## src/rtl/ifmap_write_address_generator.sv

```systemverilog
`default_nettype none
// ============================================================================
// Module   : ifmap_write_address_generator
// Function : Write-side pointer keeper for an IFMap scratchpad ring. Accepts
//            a row of words, registers the scratchpad write, and tracks the
//            live window (start_data..end_data) released by the read side.
// Revision : 1.0 - initial release
// ============================================================================
module ifmap_write_address_generator #(
  parameter int IFMAP_ADDR_WIDTH = 4,
  parameter int IFMAP_DEPTH      = 16,
  parameter int STRIDE_WIDTH     = 2,
  parameter int DATA_WIDTH       = 8
) (
  input  logic                        clk,
  input  logic                        rst,
  input  logic [DATA_WIDTH-1:0]       din,
  input  logic                        din_valid,
  input  logic                        din_last,
  output logic                        din_ready,
  input  logic [STRIDE_WIDTH-1:0]     stride,
  input  logic                        advance,
  input  logic                        row_done,
  input  logic                        clr,
  output logic                        wen,
  output logic [IFMAP_ADDR_WIDTH-1:0] waddr,
  output logic [DATA_WIDTH-1:0]       wdata,
  output logic [IFMAP_ADDR_WIDTH-1:0] start_data,
  output logic [IFMAP_ADDR_WIDTH-1:0] end_data,
  output logic                        valid_end,
  output logic                        empty,
  output logic                        full
);

  localparam int CNT_W = $clog2(IFMAP_DEPTH + 1);
  // Wide enough for count+1 and start+stride without overflow
  localparam int SUM_W = ((IFMAP_ADDR_WIDTH > CNT_W) ? IFMAP_ADDR_WIDTH : CNT_W)
                         + STRIDE_WIDTH + 1;
  localparam logic [SUM_W-1:0]            DEPTH_S   = SUM_W'(IFMAP_DEPTH);
  localparam logic [CNT_W-1:0]            DEPTH_C   = CNT_W'(IFMAP_DEPTH);
  localparam logic [IFMAP_ADDR_WIDTH-1:0] LAST_ADDR = IFMAP_ADDR_WIDTH'(IFMAP_DEPTH - 1);

  typedef enum logic [0:0] {
    FILL = 1'b0,
    HOLD = 1'b1
  } state_e;

  state_e                      state_q,     state_d;
  logic [IFMAP_ADDR_WIDTH-1:0] wptr_q,      wptr_d;
  logic [IFMAP_ADDR_WIDTH-1:0] start_q,     start_d;
  logic [IFMAP_ADDR_WIDTH-1:0] end_q,       end_d;
  logic [CNT_W-1:0]            count_q,     count_d;
  logic                        wen_q,       wen_d;
  logic [IFMAP_ADDR_WIDTH-1:0] waddr_q,     waddr_d;
  logic [DATA_WIDTH-1:0]       wdata_q,     wdata_d;
  logic                        valid_end_q, valid_end_d;

  logic                        accept;
  logic [IFMAP_ADDR_WIDTH-1:0] wptr_inc;
  logic [IFMAP_ADDR_WIDTH-1:0] start_adv;
  logic [SUM_W-1:0]            cnt_acc;
  logic [SUM_W-1:0]            stride_s;

  // rst gates ready so nothing is offered while the block is held in reset
  assign full      = (count_q == DEPTH_C);
  assign empty     = (count_q == '0);
  assign din_ready = rst & (state_q == FILL) & ~full & ~clr;
  assign accept    = din_valid & din_ready;

  assign wptr_inc  = (wptr_q == LAST_ADDR) ? '0 : wptr_q + IFMAP_ADDR_WIDTH'(1);
  assign cnt_acc   = SUM_W'(count_q) + SUM_W'(accept);
  assign stride_s  = SUM_W'(stride);
  assign start_adv = IFMAP_ADDR_WIDTH'((SUM_W'(start_q) + stride_s) % DEPTH_S);

  // Next-state: clear dominates, then write, then row_done over advance
  always_comb begin
    state_d     = state_q;
    wptr_d      = wptr_q;
    start_d     = start_q;
    end_d       = end_q;
    count_d     = count_q;
    wen_d       = 1'b0;
    waddr_d     = waddr_q;
    wdata_d     = wdata_q;
    valid_end_d = 1'b0;

    if (clr) begin
      state_d = FILL;
      wptr_d  = '0;
      start_d = '0;
      end_d   = '0;
      count_d = '0;
      waddr_d = '0;
      wdata_d = '0;
    end else begin
      if (accept) begin
        wen_d   = 1'b1;
        waddr_d = wptr_q;
        wdata_d = din;
        end_d   = wptr_q;
        wptr_d  = wptr_inc;
        count_d = CNT_W'(cnt_acc);
      end

      if (row_done) begin
        start_d = wptr_d;
        count_d = '0;
      end else if (advance && (stride != '0)) begin
        // Releasing everything collapses the window onto the write pointer
        if (cnt_acc <= stride_s) begin
          count_d = '0;
          start_d = wptr_d;
        end else begin
          count_d = CNT_W'(cnt_acc - stride_s);
          start_d = start_adv;
        end
      end

      case (state_q)
        FILL:    if (accept && din_last) state_d = HOLD;
        HOLD:    if (row_done)           state_d = FILL;
        default:                         state_d = FILL;
      endcase

      // Lags the HOLD entry by one cycle so the last word is already written
      valid_end_d = (state_q == HOLD) && !row_done;
    end
  end

  // State and pointer registers
  always_ff @(posedge clk or negedge rst) begin
    if (!rst) begin
      state_q     <= FILL;
      wptr_q      <= '0;
      start_q     <= '0;
      end_q       <= '0;
      count_q     <= '0;
      wen_q       <= 1'b0;
      waddr_q     <= '0;
      wdata_q     <= '0;
      valid_end_q <= 1'b0;
    end else begin
      state_q     <= state_d;
      wptr_q      <= wptr_d;
      start_q     <= start_d;
      end_q       <= end_d;
      count_q     <= count_d;
      wen_q       <= wen_d;
      waddr_q     <= waddr_d;
      wdata_q     <= wdata_d;
      valid_end_q <= valid_end_d;
    end
  end

  assign wen        = wen_q;
  assign waddr      = waddr_q;
  assign wdata      = wdata_q;
  assign start_data = start_q;
  assign end_data   = end_q;
  assign valid_end  = valid_end_q;

endmodule
`default_nettype wire

```

## config.mk

```make
export PLATFORM = sky130hd
export DESIGN_NAME = ifmap_write_address_generator
export DESIGN_NICKNAME = d
export VERILOG_FILES = /design/src/rtl/ifmap_write_address_generator.sv
export SDC_FILE = /design/constraint.sdc
export NUM_CORES = 1
export LEC_CHECK = 0
export ABC_AREA = 1
export BUFFER_PORTS_ARGS = -buffer_cell sky130_fd_sc_hd__buf_2
export CAP_MARGIN = 5
export CORE_MARGIN = 2
export CORE_UTILIZATION = 57
export CTS_BUF_LIST = sky130_fd_sc_hd__clkbuf_2 sky130_fd_sc_hd__clkbuf_4 sky130_fd_sc_hd__clkbuf_8
export DETAILED_ROUTE_END_ITERATION = 12
export PLACE_DENSITY = 0.84
export SLEW_MARGIN = 20
export SYNTH_ARGS = -nofsm -noshare
export SYNTH_HDL_FRONTEND = slang
export SYNTH_SLANG_ARGS = --single-unit
```

## constraint.sdc

```tcl
create_clock -name clk -period 5.58 [get_ports clk]
set_clock_uncertainty 0.2 [all_clocks]
set_input_delay 0.837 -clock clk [delete_from_list [all_inputs] [get_ports clk]]
set_output_delay 0.837 -clock clk [all_outputs]
set_load 0.05 [all_outputs]
```

# Word-level counts from Yosys, hierarchy flattened
# Cells that the tools add are included.
# word_totals
ff_bits	28
in_bits	17
wordCells	54
# classes
n_mux	23
bitwise	7
add_sub_neg	4
eq_ne	2
order_cmp	1
n_reduce_logical	9
# op_table
op	count
$mux W4	9
$mux W5	5
$mux W8	2
$add A5 B1 Y6	1
$le A6 B2 Y1	1
$mux W1	6
$eq A5 B5 Y1 const B	1
$logic_not A5 Y1	1
$sub A5 B2 Y5	1
$add A4 B1 Y4 const B	1
$add A4 B2 Y4	1
$and A1 B1 Y1	4
$eq A4 B4 Y1 const B	1
$reduce_bool A2 Y1	2
$reduce_bool A4 Y1	1
$logic_and A1 B1 Y1	3
$not A1 Y1	3
$reduce_bool A3 Y1	1
$pmux W1 S2	1
$logic_not A1 Y1	1

# Longest topological paths before layout
# depth
ltp_word	11
ltp_mapped	18
mapped_depth_nobuf	17

# Least setup slack after synthesis
# OpenSTA, ideal clock, no wires.
# synth_timing
path_kind	input -> register
startpoint	input port clr
endpoint	register start_q[3] (netlist: start_data[3])
setup_ps	118
n_path_buf	1
required_ps	5262
t_arrival_ps	2778
stages	16
slack_ps	2484
cell_sequence	nor3_4 > nand3_4 > inv_2 > buf_2 > ha_1 > ha_1 > ha_1 > nand2_1 > nand2_1 > nand2_1 > nor2_1 > nand2_2 > nand2_2 > nand2_1 > nand3_1 > nand2_1
# synth_between
elab_chain_len	9
elab_cells_between_ends	11
# synth_rtl
item	line_no	rtl
start, declared	24	input logic clr,
$not A1 Y1	67	assign din_ready = rst & (state_q == FILL) & ~full & ~clr;
$and A1 B1 Y1	67	
$and A1 B1 Y1	68	assign accept = din_valid & din_ready;
$add A5 B1 Y6	71	assign cnt_acc = SUM_W'(count_q) + SUM_W'(accept);
$le A6 B2 Y1	110	if (cnt_acc <= stride_s) begin
$mux W4	110	
$mux W4	108	end else if (advance && (stride != '0)) begin
$mux W4	105	if (row_done) begin
$mux W4	87	if (clr) begin
end signal, assigned	145	start_q <= start_d;
end, declared	50	logic [IFMAP_ADDR_WIDTH-1:0] start_q, start_d;
# Parallel ways exist; a longest one is shown, timed or not. The select of a mux whose other input is x is not followed.
# A chain may end at the register's enable or synchronous reset.

# Final worst setup path
# layout_timing
startpoint	input port rst
endpoint	register start_q[1] (netlist: start_data[1])
# layout_between
elab_chain_len	10
elab_cells_between_ends	11
# layout_rtl
item	line_no	rtl
start, declared	16	input logic rst,
$and A1 B1 Y1 * (3 in series)	67	
$and A1 B1 Y1 *	68	
$add A5 B1 Y6	71	
$le A6 B2 Y1	110	
$mux W4	110	
$mux W4	108	
$mux W4 *	105	
$mux W4 *	87	
# Every way passes the cells marked *; elsewhere a longest branch is shown, timed or not. The select of a mux whose other input is x is not followed.

==> out/metrics.cfg <==
[critical_path]
r2r_start=count_q[3]
crit_path_start=rst
critPathMaxFanout=29
r2r_slack_ns=2.40
critPathCapture=start_data[1]
endpoint_kind=register
crit_path_start_kind=input pin
worst-setup-path-type=in -> reg
worstPathArrival_ns=3.79
r2r_cells=17
reg2reg_to=start_data[3]
required_ns=5.62

[outcome]
outcome=completed

[timing]
drv_slew=0
finalHoldViolCount=0
worst_slack_ns=1.83
worst_pin_slew_ns=0.614
period_share_pct=67.1
finalCriticalPeriod_ns=3.75
tns_ns=0
relSlewSlack_pct=59.1
rsz0062_at_grt=false
timing.fmax_ghz=0.267
setup_viol=0
whs_ns=0.299

[cells_and_area]
n_fill_cell=265
area_delta_synth_final_pct=14.1
diodes=0
nets=293
stdcell_count=309
drive_gt1_share_pct=25.7

[cts]
ctsHoldBuffers=0
clk_path_buf_depth=2
cts_resized=0
cts_root_buffer=clkbuf_4
cts_made_buffers=3
clk_pin_slew_ns=0.15
htree_levels=1
clkSinkCount=28
cts_tree=yes
clock_latency_ns=0.32
post-cts-setup-buffer-count=0

[detailed_routing]
wl_per_cell_um=10.8
dr.pass1.iters=4
postRouteAntennaNets=0
vias_per_cell=4.94
drt_iter0_drc=56
post-route-drc-count=0
dr_total_vias=1525
drt_wl_total_mm=3.35

[power_and_ir_drop]
powerDensity_nw_per_um2=244
clkPwrFrac_pct=26.4
ir_drop_mv=0.176
leakage_nw=1.20
p_sw_share_pct=34.1
p_seq_share_pct=45.5
power.switching_uw=170
comb_power_share_pct=28.1
cellInternalPower_uw=327
finalPower_uw=497

[placed_design]
dp.cells=305
io_buffer_count=41
pre_cts_ws_ns=1.45
dp_hpwl_mm=2.65
gp_congestion=0.792

[hold_path]
worstHoldPathType=in -> async

[synthesis]
async_flop_share_pct=100
synthCells=228
yosysWarnings=0
synth_top_area_share_pct=39.2
synth.net_count=255
syn_avg_cell_area_um2=7.84
synthFlopType=dfrtp_1
synth_edf_count=0
synth_area_um2=1790
synth_area_leaders=dfrtp_1, nand2_1, nand3_1
seq_area_frac_synth_pct=39.2
yosysTopAreaCell=dfrtp_1
ys_ff_latch=28
synth_cell_type_count=29

[global_route]
grt_max_degree=30
grt_pass1_wl_mm=5.82
grt-ovfl-total=0
grt_use_total_pct=21.3
grt_pass1_vias=1350
antenna_found_initial=0

[floorplan]
die_area_um2=3600
core_area_um2=3030
rows=20
die_y_um=60.0
start_util_pct=59.0
die_w_um=60.0
ioPinCount=42

[run]
maxCapViolCount=0

[flip-flops by register name, indices dropped and copies added, names as in the netlist]
name        flops
state_q         1
wdata           8
waddr           4
valid_end       1
wen             1
start_data      4
wptr_q          4
count_q         5
[cells by family after synthesis]
kind of cell | synth area share, %
AND/OR/NAND/NOR | 35.1
buffers and inverters | 10.4
flip-flops | 39.2
AO/OA/AOI/OAI | 5.53
adder cells (fa/ha/maj) | 7.84
XOR/XNOR | 1.96
[cells in the final DEF, fill, tap and decap left out]
| cell type | synthesis | final |
|---|---|---|
| nand2_1 | 66 | 66 |
| buf_2 | 1 | 41 |
| inv_1 | 29 | 29 |
| nand3_1 | 28 | 28 |
| dfrtp_1 | 28 | 28 |
| nor2_1 | 17 | 17 |
| nand2_2 | 8 | 8 |
| ha_1 | 8 | 8 |
| nand4_1 | 5 | 5 |
| o21ai_0 | 5 | 5 |
| o21bai_2 | 4 | 4 |
| nor2_4 | 3 | 3 |
| inv_2 | 3 | 3 |
| xnor2_1 | 3 | 3 |
| clkbuf_4 | 0 | 3 |
| fa_1 | 2 | 2 |
| nand3_2 | 1 | 1 |
| nor3_4 | 1 | 1 |
| nand3_4 | 1 | 1 |
| o21ai_1 | 1 | 1 |
| clkinv_1 | 1 | 1 |
| o21a_1 | 1 | 1 |
| nor3_1 | 1 | 1 |
| nand2_4 | 1 | 1 |
| o21ai_2 | 1 | 1 |
| xor2_1 | 1 | 1 |
| o21bai_1 | 1 | 1 |
| bufinv_16 | 0 | 1 |
[synth_stat cells (4+ instances only)]
cell       n
buf_4      4
dfrtp_1   28
ha_1       8
inv_1     29
nand2_1   66
nand2_2    8
nand3_1   28
nand4_1    5
nor2_1    17
o21ai_0    5
o21bai_2   4
[metal layers]
| layer | part of all wire [%] | track usage, % |
|---|---|---|
| met5 | 0 | 0 |
| met4 | 0.84 | 3.81 |
| met3 | 2.8 | 3.25 |
| met2 | 48 | 34.8 |
| met1 | 48 | 30.3 |
[worst max-delay path, stage by stage]
cell and delay, ns:
buf_2 0.48, inv_1 0.16, nor3_4 0.26, nand3_4 0.29, inv_2 0.29, ha_1 0.19
ha_1 0.25, ha_1 0.30, nand2_1 0.05, nand2_1 0.05, nand2_1 0.05, nor2_1 0.16
nand2_2 0.12, nand2_2 0.10, nand2_1 0.06, nand3_1 0.07, nand2_1 0.05
[layout make-up]
class,instances,area (um^2),share of cell area (%)
Clock buffer,3,22.5,1.10
Clock inverter,1,30.0,1.47
Inverter,33,124,6.08
Multi-Input combinational cell,159,901,44.2
Sequential cell,28,701,34.4
Tap cell,44,55.1,2.70
Timing Repair Buffer,41,205,10.1
[power groups by stage]
stage,registers (mW),logic [mW],clock network [mW]
3_3_place_gp,0.230,0.138,0
3_5_place_dp,0.230,0.141,0
2_1_floorplan,0.256,0.0788,0
6_report,0.226,0.140,0.131
4_1_cts,0.226,0.141,0.133
5_1_grt,0.228,0.156,0.143
[through the flow]
stage | area (um^2) | util [%]
detailed placement | 1990 | 65.6
global route | 2040 | 67.3
CTS | 2040 | 67.3
finish | 2040 | 67.3
global placement | 1990 | 65.6
floorplan | 1790 | -
[how the worst min path moves through the flow]
stage               startpoint          to  slack, ns  cells after the start
floorplan           count_q[3]  count_q[3]       0.33                      2
global placement      wdata[7]    wdata[7]       0.29                      2
detailed placement    wdata[4]    wdata[4]       0.29                      2
CTS                        rst   valid_end       0.32                      1
global route               rst         wen       0.33                      1
finish                     rst   valid_end       0.30                      1
Note: power is estimated with default switching activity, not from simulation.
